$ cat config.mk
export PLATFORM = sky130hd
export DESIGN_NAME = mul_arbiter_flat
export DESIGN_NICKNAME = d
export VERILOG_FILES = /design/src/rtl/mul_arbiter_if.sv /design/src/rtl/mul_arbiter.sv /design/src/flat_wrapper.sv
export SDC_FILE = /design/constraint.sdc
export NUM_CORES = 1
export LEC_CHECK = 0
export BUFFER_PORTS_ARGS = -buffer_cell sky130_fd_sc_hd__buf_2
export CAP_MARGIN = 25
export CORE_AREA = 2 2 184 186
export CTS_CLUSTER_SIZE = 12
export DETAILED_ROUTE_END_ITERATION = 7
export DIE_AREA = 0 0 186 188
export PLACE_DENSITY = 0.44
export SLEW_MARGIN = 20
export SYNTH_ARGS = -nofsm -noshare
export SYNTH_HDL_FRONTEND = slang
export SYNTH_SLANG_ARGS = --single-unit
$ cat constraint.sdc
create_clock -name clk -period 2.45 [get_ports clk]
set_clock_uncertainty 0.15 [all_clocks]
set_input_delay 0.49 -clock clk [delete_from_list [all_inputs] [get_ports clk]]
set_output_delay 0.49 -clock clk [all_outputs]
set_load 0.01 [all_outputs]
$ cat src/rtl/mul_arbiter_if.sv
// rtl/mul_arbiter_if.sv - requester and multiplier-side signals of the shared multiplier arbiter
interface mul_arbiter_if #(
  parameter int N_REQ = 4,
  parameter int ID_W  = 2,
  parameter int WIDTH = 32
);
  logic [N_REQ-1:0]       req;
  logic [N_REQ*WIDTH-1:0] opa;
  logic [N_REQ*WIDTH-1:0] opb;
  logic [N_REQ-1:0]       grant;
  logic [N_REQ-1:0]       done;
  logic [2*WIDTH-1:0]     result;
  logic [ID_W-1:0]        result_id;
  logic                   err;
  logic                   mul_rst;
  logic                   mul_run;
  logic [WIDTH-1:0]       mul_a;
  logic [WIDTH-1:0]       mul_b;
  logic                   mul_ready;
  logic [2*WIDTH-1:0]     mul_product;

  modport slave (
    input  req, opa, opb, mul_ready, mul_product,
    output grant, done, result, result_id, err, mul_rst, mul_run, mul_a, mul_b
  );

  modport master (
    output req, opa, opb, mul_ready, mul_product,
    input  grant, done, result, result_id, err, mul_rst, mul_run, mul_a, mul_b
  );
endinterface

$ cat src/rtl/mul_arbiter.sv
// rtl/mul_arbiter.sv - round-robin arbiter and run sequencer for one shared shift-add multiplier
// Optional RUN watchdog enabled by defining MUL_TIMEOUT_EN.
module mul_arbiter #(
  parameter int N_REQ   = 4,
  parameter int ID_W    = 2,
  parameter int WIDTH   = 32,
  parameter int TIMEOUT = 40
) (
  input  logic         clk,
  input  logic         rst,
  mul_arbiter_if.slave bus
);
  localparam int IDX_W = (N_REQ > 1) ? $clog2(N_REQ) : 1;

  typedef enum logic [1:0] {IDLE = 2'd0, RUN = 2'd1, DONE = 2'd2} state_t;

  state_t             state_q, state_d;
  logic [IDX_W-1:0]   ptr_q, ptr_d, owner_q, owner_d;
  logic [N_REQ-1:0]   grant_q, grant_d, done_q, done_d;
  logic [2*WIDTH-1:0] result_q, result_d;
  logic [ID_W-1:0]    result_id_q, result_id_d;
  logic               err_q, err_d;
  logic               mul_rst_q, mul_rst_d, mul_run_q, mul_run_d;
  logic [WIDTH-1:0]   mul_a_q, mul_a_d, mul_b_q, mul_b_d;
  logic               run_timeout;

`ifdef MUL_TIMEOUT_EN
  localparam int CNT_W = $clog2(TIMEOUT + 1);
  logic [CNT_W-1:0] cnt_q, cnt_d;
`endif

  logic [WIDTH-1:0] opa_arr [N_REQ];
  logic [WIDTH-1:0] opb_arr [N_REQ];

  for (genvar g = 0; g < N_REQ; g++) begin : g_unpack
    assign opa_arr[g] = bus.opa[g*WIDTH +: WIDTH];
    assign opb_arr[g] = bus.opb[g*WIDTH +: WIDTH];
  end

  // Search from ptr upwards first; fall back to the full vector to wrap around.
  logic [N_REQ-1:0] hi_mask, req_hi, pick_vec;
  logic [IDX_W-1:0] win;

  always_comb begin
    hi_mask  = ~((N_REQ'(1) << ptr_q) - N_REQ'(1));
    req_hi   = bus.req & hi_mask;
    pick_vec = (req_hi != '0) ? req_hi : bus.req;
    win      = '0;
    for (int i = N_REQ - 1; i >= 0; i--) begin
      if (pick_vec[i[IDX_W-1:0]]) win = i[IDX_W-1:0];
    end
  end

  always_comb begin
    state_d     = state_q;
    ptr_d       = ptr_q;
    owner_d     = owner_q;
    grant_d     = grant_q;
    done_d      = '0;
    result_d    = result_q;
    result_id_d = result_id_q;
    err_d       = err_q;
    mul_rst_d   = mul_rst_q;
    mul_run_d   = mul_run_q;
    mul_a_d     = mul_a_q;
    mul_b_d     = mul_b_q;
    run_timeout = 1'b0;
`ifdef MUL_TIMEOUT_EN
    cnt_d       = cnt_q;
`endif
    unique case (state_q)
      IDLE: begin
        grant_d   = '0;
        mul_rst_d = 1'b1;
        mul_run_d = 1'b0;
        if (bus.req != '0) begin
          state_d   = RUN;
          owner_d   = win;
          grant_d   = N_REQ'(1) << win;
          mul_a_d   = opa_arr[win];
          mul_b_d   = opb_arr[win];
          mul_rst_d = 1'b0;
          mul_run_d = 1'b1;
`ifdef MUL_TIMEOUT_EN
          cnt_d     = '0;
`endif
        end
      end
      RUN: begin
`ifdef MUL_TIMEOUT_EN
        run_timeout = !bus.mul_ready && (cnt_q == CNT_W'(TIMEOUT));
        cnt_d       = cnt_q + CNT_W'(1);
`endif
        if (bus.mul_ready || run_timeout) begin
          state_d     = DONE;
          done_d      = grant_q;
          result_d    = run_timeout ? '0 : bus.mul_product;
          result_id_d = ID_W'(owner_q);
          err_d       = run_timeout;
          grant_d     = '0;
          mul_run_d   = 1'b0;
          mul_rst_d   = 1'b1;
        end
      end
      DONE: begin
        state_d = IDLE;
        ptr_d   = (owner_q == IDX_W'(N_REQ - 1)) ? '0 : owner_q + IDX_W'(1);
      end
      default: state_d = IDLE;
    endcase
  end

  always_ff @(posedge clk) begin
    if (rst) begin
      state_q     <= IDLE;
      ptr_q       <= '0;
      owner_q     <= '0;
      grant_q     <= '0;
      done_q      <= '0;
      result_q    <= '0;
      result_id_q <= '0;
      err_q       <= 1'b0;
      mul_rst_q   <= 1'b1;
      mul_run_q   <= 1'b0;
      mul_a_q     <= '0;
      mul_b_q     <= '0;
`ifdef MUL_TIMEOUT_EN
      cnt_q       <= '0;
`endif
    end else begin
      state_q     <= state_d;
      ptr_q       <= ptr_d;
      owner_q     <= owner_d;
      grant_q     <= grant_d;
      done_q      <= done_d;
      result_q    <= result_d;
      result_id_q <= result_id_d;
      err_q       <= err_d;
      mul_rst_q   <= mul_rst_d;
      mul_run_q   <= mul_run_d;
      mul_a_q     <= mul_a_d;
      mul_b_q     <= mul_b_d;
`ifdef MUL_TIMEOUT_EN
      cnt_q       <= cnt_d;
`endif
    end
  end

  assign bus.grant     = grant_q;
  assign bus.done      = done_q;
  assign bus.result    = result_q;
  assign bus.result_id = result_id_q;
  assign bus.err       = err_q;
  assign bus.mul_rst   = mul_rst_q;
  assign bus.mul_run   = mul_run_q;
  assign bus.mul_a     = mul_a_q;
  assign bus.mul_b     = mul_b_q;
endmodule
$ cat src/flat_wrapper.sv
// flat-port wrapper written by rule: the top's interface ports become plain ports
module mul_arbiter_flat 
#(
  parameter int N_REQ   = 4,
  parameter int ID_W    = 2,
  parameter int WIDTH   = 32,
  parameter int TIMEOUT = 40
)
  (clk, rst, bus_req, bus_opa, bus_opb, bus_mul_ready, bus_mul_product, bus_grant, bus_done, bus_result, bus_result_id, bus_err, bus_mul_rst, bus_mul_run, bus_mul_a, bus_mul_b);
  mul_arbiter_if #(.N_REQ(N_REQ), .ID_W(ID_W), .WIDTH(WIDTH)) bus_i ();
  input  logic clk;
  input  logic rst;
  input wire logic [$bits(bus_i.req)-1:0] bus_req;
  input wire logic [$bits(bus_i.opa)-1:0] bus_opa;
  input wire logic [$bits(bus_i.opb)-1:0] bus_opb;
  input wire logic [$bits(bus_i.mul_ready)-1:0] bus_mul_ready;
  input wire logic [$bits(bus_i.mul_product)-1:0] bus_mul_product;
  output wire logic [$bits(bus_i.grant)-1:0] bus_grant;
  output wire logic [$bits(bus_i.done)-1:0] bus_done;
  output wire logic [$bits(bus_i.result)-1:0] bus_result;
  output wire logic [$bits(bus_i.result_id)-1:0] bus_result_id;
  output wire logic [$bits(bus_i.err)-1:0] bus_err;
  output wire logic [$bits(bus_i.mul_rst)-1:0] bus_mul_rst;
  output wire logic [$bits(bus_i.mul_run)-1:0] bus_mul_run;
  output wire logic [$bits(bus_i.mul_a)-1:0] bus_mul_a;
  output wire logic [$bits(bus_i.mul_b)-1:0] bus_mul_b;
  assign bus_i.req = bus_req;
  assign bus_i.opa = bus_opa;
  assign bus_i.opb = bus_opb;
  assign bus_i.mul_ready = bus_mul_ready;
  assign bus_i.mul_product = bus_mul_product;
  assign bus_grant = bus_i.grant;
  assign bus_done = bus_i.done;
  assign bus_result = bus_i.result;
  assign bus_result_id = bus_i.result_id;
  assign bus_err = bus_i.err;
  assign bus_mul_rst = bus_i.mul_rst;
  assign bus_mul_run = bus_i.mul_run;
  assign bus_mul_a = bus_i.mul_a;
  assign bus_mul_b = bus_i.mul_b;
  mul_arbiter #(.N_REQ(N_REQ), .ID_W(ID_W), .WIDTH(WIDTH), .TIMEOUT(TIMEOUT)) u_core (.clk(clk), .rst(rst), .bus(bus_i));
endmodule
==> results of run 1 <==
[cells by family after synthesis]
group / synth area share
AND/OR/NAND/NOR: 0.1127
other: 0.0005582
buffers and inverters: 0.05755
adder cells (fa/ha/maj): 0.001862
flip-flops: 0.4351
AO/OA/AOI/OAI: 0.3893
multiplexers: 0.002980
[Yosys cell counts]
cell type,instances,share of area
a2111oi_0,1,0.0013
a211o_1,2,0.0026
a211oi_1,57,0.064
a211oi_2,2,0.0037
a21boi_1,29,0.032
a21boi_2,23,0.039
a21oi_1,17,0.013
a221oi_1,53,0.069
a222oi_1,9,0.013
a22o_1,66,0.086
a22oi_1,7,0.0078
a31oi_1,3,0.0028
and2_1,6,0.0056
and3_1,52,0.048
buf_1,8,0.0045
buf_2,6,0.0045
buf_4,1,0.0011
buf_6,6,0.010
clkbuf_1,64,0.036
conb_1,1,0.00056
dfxtp_1,146,0.44
ha_1,1,0.0019
inv_1,2,0.0011
inv_2,1,0.00056
mux2i_1,2,0.0030
nand2_1,10,0.0056
nand3_1,2,0.0015
nor2_1,74,0.041
nor2b_1,4,0.0037
nor3_1,5,0.0037
o21ai_0,3,0.0022
o21ai_1,52,0.039
o21bai_1,5,0.0056
o221a_2,2,0.0034
o31a_1,1,0.0013
o32ai_1,3,0.0039
or4_1,1,0.0011
or4_4,1,0.0017
[layout make-up]
cell class | count | area [µm²] | share of cell area
Antenna cell | 3 | 7.507 | 0.0007308
Clock buffer | 18 | 439.2 | 0.04275
Clock inverter | 12 | 180.2 | 0.01754
Inverter | 3 | 11.26 | 0.001096
Multi-Input combinational cell | 494 | 3446 | 0.3354
Sequential cell | 146 | 2923 | 0.2845
Tap cell | 448 | 560.5 | 0.05457
Timing Repair Buffer | 497 | 2705 | 0.2633
[final timing paths]
path                      endpoint  slack [ns]  cells past startpoint
min reg2reg      u_core.state_q[0]        0.32                      1
min          u_core.bus.result[35]        0.11                      2
max           u_core.bus.mul_b[26]        0.26                      6
max reg2reg   u_core.bus.mul_b[26]        0.26                      6
[metrics by stage]
step           setup slack (ns)  utilization
5_1_grt                  0.1453       0.3101
2_1_floorplan            0.2085            -
4_1_cts                  0.2497       0.3100
3_3_place_gp            0.07273       0.2913
3_5_place_dp            0.05247       0.2913
6_report                 0.2626       0.3102
[layer usage]
metal  track usage  wire length, µm
met3       0.06409             3093
met5             0               60
met2        0.3003            15060
met1        0.1959            12510
met4       0.05663              545
[power by group through the flow]
stage | Clock [mW] | Sequential, mW | Combinational [mW]
6_report | 2.83 | 2.67 | 1.49
3_3_place_gp | 0 | 2.72 | 1.51
4_1_cts | 2.94 | 2.67 | 1.52
2_1_floorplan | 0 | 2.80 | 0.650
5_1_grt | 3.03 | 2.70 | 1.65
3_5_place_dp | 0 | 2.72 | 1.52
[flip-flops by register name, indices dropped and copies added, names as in the netlist]
name / cells
u_core.bus.done: 4
u_core.bus.grant: 4
u_core.bus.mul_a: 32
u_core.bus.mul_b: 32
u_core.bus.mul_rst: 1
u_core.bus.mul_run: 1
u_core.bus.result: 64
u_core.bus.result_id: 2
u_core.owner_q: 2
u_core.ptr_q: 2
u_core.state_q: 2
[cells in the final DEF, fill, tap and decap left out, types with 5 or more instances in the layout]
| master | instances |
|---|---|
| a211oi_1 | 57 |
| a21boi_1 | 29 |
| a21boi_2 | 23 |
| a21oi_1 | 17 |
| a221oi_1 | 53 |
| a222oi_1 | 9 |
| a22o_1 | 66 |
| a22oi_1 | 7 |
| and3_1 | 52 |
| buf_12 | 11 |
| buf_2 | 465 |
| buf_4 | 21 |
| clkbuf_16 | 17 |
| dfxtp_1 | 146 |
| nand2_1 | 9 |
| nor2_1 | 74 |
| o21ai_1 | 52 |
| o21bai_1 | 5 |
==> results.yml, run 1 <==
global_routing:
  grt_start_max_net_pins: 69
  grt_pass1_wl_um: 45170
  antenna_found_initial: 9
  grt-ovfl-total: 0
  grt_pass1_vias: 7577
  grtUsageTotal: 0.1736
sta:
  clock.fmax_mhz: 457.2
  tightest_slew_ns: 0.6963
  holdWs_ns: 0.1120
  tns_ns: 0
  report.final.slew_viol_count: 0
  period_needed_ns: 2.187
  report.final.hold_viol_count: 0
  setup_viol: 0
  post-route-period-util: 0.8928
  grt_setup_unrepaired: "no"
  timing.slew.headroom: 0.5309
detailed_routing:
  dr.pass1.iters: 8
  viasPerCell: 4.685
  post-route-drc-count: 1
  routedWlPerCell_um: 19.29
  vias: 7594
  drt-total-wl_um: 31260
  drt_iter0_markers: 288
  postRouteAntennaNets: 0
clock_network:
  insertion_delay_ns: 0.43
  cts_buffers: 17
  path_clk_slew_ns: 0.06
  cts_tree: "built"
  root_buffer: "clkbuf_16"
  cts.htree.levels: 4
  postCtsSetupBuffers: 0
  ctsLongestPathBuffers: 2
  post_cts_resized: 0
  hold_buffers: 0
  cts_sinks: 146
worst_hold_path:
  min_from: "bus_mul_product[35]"
  hold_path_class: "primary input to flip-flop"
finish:
  fillerInstances: 3606
  layout.nets: 1487
  fin_cells: 1621
  layout-drive-gt1-share: 0.4821
  final_cell_area_mm2: 0.01027
  area_delta_synth_final_pct: 52.92
worst_setup_path:
  critPathMaxStageDelay_ns: 0.59
  crit_arrival_ns: 2.39
  worstSetupStartpoint: "u_core.ptr_q[1]"
  crit_slowest_cell: "or4_4"
  setup.worst_path.end_class: "flip-flop"
  critPathKind: "flip-flop to flip-flop"
  cp_num_buf_inv: 2
  crit_chain: "inv_2 -> or4_4 -> buf_12 -> a21boi_1 -> o21ai_1 -> a211oi_1"
  critical_path_required_ns: 2.65
  start_kind: "flip-flop"
  crit_family: "simple AND/OR/NAND/NOR gates"
  critPathMaxFanout: 60
  reg2reg_from: "u_core.ptr_q[1]"
pwr:
  power_frac_comb: 0.213
  p_total_mw: 6.991
  p_switching_mw: 2.013
  ir_worst_vdd_mv: 0.4872
  internal_power_mw: 4.978
  cellLeakagePower_nw: 4.883
  p_per_area_mw_per_mm2: 680.6
  clockPowerShare: 0.405
  switching_share: 0.2880
  p_seq_frac: 0.382
yosys:
  ys_types: 38
  syn_avg_cell_area_um2: 9.228
  synthCells: 728
  syn_nets: 1056
  ys_seq_area_frac: 0.4351
  ys_warn_count: 0
  ys_ff_latch: 146
  synth_area_mm2: 0.006718
placed_design:
  io_buffers: 466
  place_area_mm2: 0.009646
  dp_hpwl_um: 23490
  dp.cells: 1588
  place.gp.congestion: 0.7763
run:
  maxCapViolCount: 0
die:
  dieHeight_um: 188
  fp-row-count: 67
  die_w_um: 186
  core-area_mm2: 0.03311
  io_pins: 468
  die_area_mm2: 0.03497
  start_util: 0.2029
status:
  failed_checks: "design-rule violations"
  status: "finished with violations"
Note: power is estimated with default switching activity, not from simulation.
==> inputs of run 2 (changes only) <==
--- a/config.mk
+++ b/config.mk
@@ -5,13 +5,15 @@
 export SDC_FILE = /design/constraint.sdc
 export NUM_CORES = 1
 export LEC_CHECK = 0
+export ABC_AREA = 1
 export BUFFER_PORTS_ARGS = -buffer_cell sky130_fd_sc_hd__buf_2
 export CAP_MARGIN = 25
-export CORE_AREA = 2 2 184 186
+export CORE_AREA = 2 2 183 185
 export CTS_CLUSTER_SIZE = 12
 export DETAILED_ROUTE_END_ITERATION = 7
-export DIE_AREA = 0 0 186 188
-export PLACE_DENSITY = 0.44
+export DIE_AREA = 0 0 185 187
+export PLACE_DENSITY = 0.45
+export SETUP_SLACK_MARGIN = 0.3
 export SLEW_MARGIN = 20
 export SYNTH_ARGS = -nofsm -noshare
 export SYNTH_HDL_FRONTEND = slang
==> results.yml, run 2 <==
status:
  status: "finished clean"
clock_network:
  cts.htree.levels: 4
  insertion_delay_ns: 0.43
  cts_sinks: 146
  path_clk_slew_ns: 0.07
  ctsLongestPathBuffers: 2
  cts_buffers: 17
  root_buffer: "clkbuf_16"
  hold_buffers: 0
  cts_tree: "built"
yosys:
  synthCells: 951
  synth_xor_area_frac: 0
  syn_avg_cell_area_um2: 7.020
  synth-compound-area-share: 0.1507
  synth.largest_area_cell: "dfxtp_1"
  synth_flop_cell: "dfxtp_1"
  ys_types: 28
  synth_simple_gate_area_frac: 0.3469
  ys_warn_count: 0
  synth_edf_count: 0
  synth_most_common_cell: "nand2_1"
  ys_ff_latch: 146
  synth_area_mm2: 0.006676
  synth_fa_ha_area_frac: 0.001874
  async_flop_share: 0
  synth_top_cells_by_area: "dfxtp_1 44%, nand2_1 18%, a22o_1 8.5%"
  ys_seq_area_frac: 0.4378
  syn_nets: 1279
  synth_top_family_by_area: "simple AND/OR/NAND/NOR gates"
  synthMuxAreaShare: 0
  synth_top_cell_area_share: 0.4378
  synthTopCellsByCount: "327 x nand2_1, 146 x dfxtp_1, 134 x nor2_1"
worst_setup_path:
  crit_arrival_ns: 2.23
  reg2reg_from: "u_core.ptr_q[1]"
  reg2reg_setup_slack_ns: 0.41
  critical_path_required_ns: 2.63
  critPathKind: "flip-flop to flip-flop"
  setup.worst_path.end_class: "flip-flop"
  worstSetupStartpoint: "u_core.ptr_q[1]"
  endpoint: "u_core.bus.mul_a[20]"
  start_kind: "flip-flop"
  critPathMaxFanout: 54
  worstReg2RegEnd: "u_core.bus.mul_a[20]"
  rr_worst_depth: 11
die:
  die_w_um: 185
  fp-row-count: 67
  core-area_mm2: 0.03286
  die_area_mm2: 0.03460
  io_pins: 468
  dieHeight_um: 187
  start_util: 0.2032
placed_design:
  pre_cts_slack_ns: 0.06185
  io_buffers: 466
  place_area_mm2: 0.009585
  dp_hpwl_um: 21480
  place.gp.congestion: 0.7979
global_routing:
  grtUsageTotal: 0.1600
  grt_pass1_vias: 7706
  antenna_found_initial: 4
  grt_pass1_wl_um: 42320
  grt_start_max_net_pins: 65
  grt-ovfl-total: 0
worst_hold_path:
  hold_path_class: "primary input to flip-flop"
finish:
  layout-drive-gt1-share: 0.3880
  final_common_cell: "buf_2"
  largest_reg_flops: 64
  fin_util: 0.3143
  final_cell_area_mm2: 0.01033
  layout.nets: 1731
  layout_common_cells: "466 x buf_2, 324 x nand2_1, 145 x dfxtp_1"
  area_delta_synth_final_pct: 54.69
sta:
  holdWs_ns: 0.1275
  setup_viol: 0
  fin_ws_ns: 0.4056
  post-route-period-util: 0.8344
  grt_setup_unrepaired: "no"
  clock.fmax_mhz: 489.1
  report.final.slew_viol_count: 0
  tns_ns: 0
  period_needed_ns: 2.044
  report.final.hold_viol_count: 0
pwr:
  ir_worst_vdd_mv: 0.4607
  cellLeakagePower_nw: 5.367
  p_per_area_mw_per_mm2: 679.2
detailed_routing:
  postRouteAntennaNets: 0
  vias: 7968
  post-route-drc-count: 0
  dr.pass1.iters: 5
  drt_iter0_markers: 283
  viasPerCell: 4.275
  drt-total-wl_um: 28800
  routedWlPerCell_um: 15.45
run:
  maxCapViolCount: 0
[run 2: changes by cell type after synthesis, moves of 36 or more]
cell and change:
a211oi_1 -57, o21ai_0 +50, clkbuf_1 -36, and3_1 -52, nand2_1 +317, a221oi_1 -53, nand3_1 +82, nor2_1 +60
o21ai_1 -52
[run 2: kinds of logic after synthesis]
logic type / Yosys count
simple gates: 566
compound gates: 146
flops: 146
buf+inv: 91
fa+ha+maj: 1
other cells: 1
[run 2: routing by layer]
metal | vias to the layer above | share of wire | track usage
li1 | 4019 | - | -
met1 | 3590 | 0.41 | 0.1827
met2 | 314 | 0.48 | 0.2741
met3 | 39 | 0.080 | 0.05471
met4 | 6 | 0.025 | 0.05983
met5 | - | 0.0013 | 0
[run 2: stage by stage]
stage / instances / total power, mW
floorplan: 951 / 3.548
global placement: 1826 / 4.326
detailed placement: 1826 / 4.324
CTS: 1857 / 7.118
global route: 1864 / 7.431
finish: 1864 / 7.015
[run 2: worst max-delay path, stage by stage, from the launching register on]
cell and delay (ns):
dfxtp_2 0.37, nand2_1 0.07, nand2_2 0.13, nand4_4 0.13, nand3_4 0.15, buf_4 0.18
o21ai_4 0.08, buf_12 0.17, nand2_1 0.10, nand3_1 0.10, nor2_1 0.16, nor2_1 0.05
[run 2: report_power, final]
group          internal, mW  leakage (nW)  switching [mW]
Sequential             2.59          1.20           0.101
Combinational         0.680          3.88           0.916
Clock                  1.63         0.285            1.10
[run 2: cell type report]
class / instances / area [µm²]
inverters: 28 / 108.9
diodes: 1 / 2.502
fillers: 3677 / 22530
well taps: 448 / 560.5
clock buffers: 20 / 446.7
clock inverters: 11 / 155.1
repair buffers: 496 / 2730
flip-flops and latches: 146 / 2924
multi-input cells: 714 / 3400
[run 2: timing repair]
item | CTS | global route
buffers inserted | 0 | 4
pin swaps | 0 | 2
cloned | 0 | 2
setup endpoints to repair | 7 | 58
resized for setup | 1 | 9
endpoints found under the hold margin | 0 | 0
[run 2: worst min path at each step]
stage                            start  slack, ns  cells past startpoint                 endpoint
5_1_grt             bus_mul_product[2]        0.1                      2     u_core.bus.result[2]
6_report           bus_mul_product[15]       0.13                      2    u_core.bus.result[15]
3_5_place_dp   u_core.bus.result_id[0]       0.29                      2  u_core.bus.result_id[0]
3_3_place_gp       u_core.bus.grant[1]       0.28                      2       u_core.bus.done[1]
2_1_floorplan        u_core.owner_q[0]       0.31                      2  u_core.bus.result_id[0]
4_1_cts            bus_mul_product[15]       0.09                      2    u_core.bus.result[15]
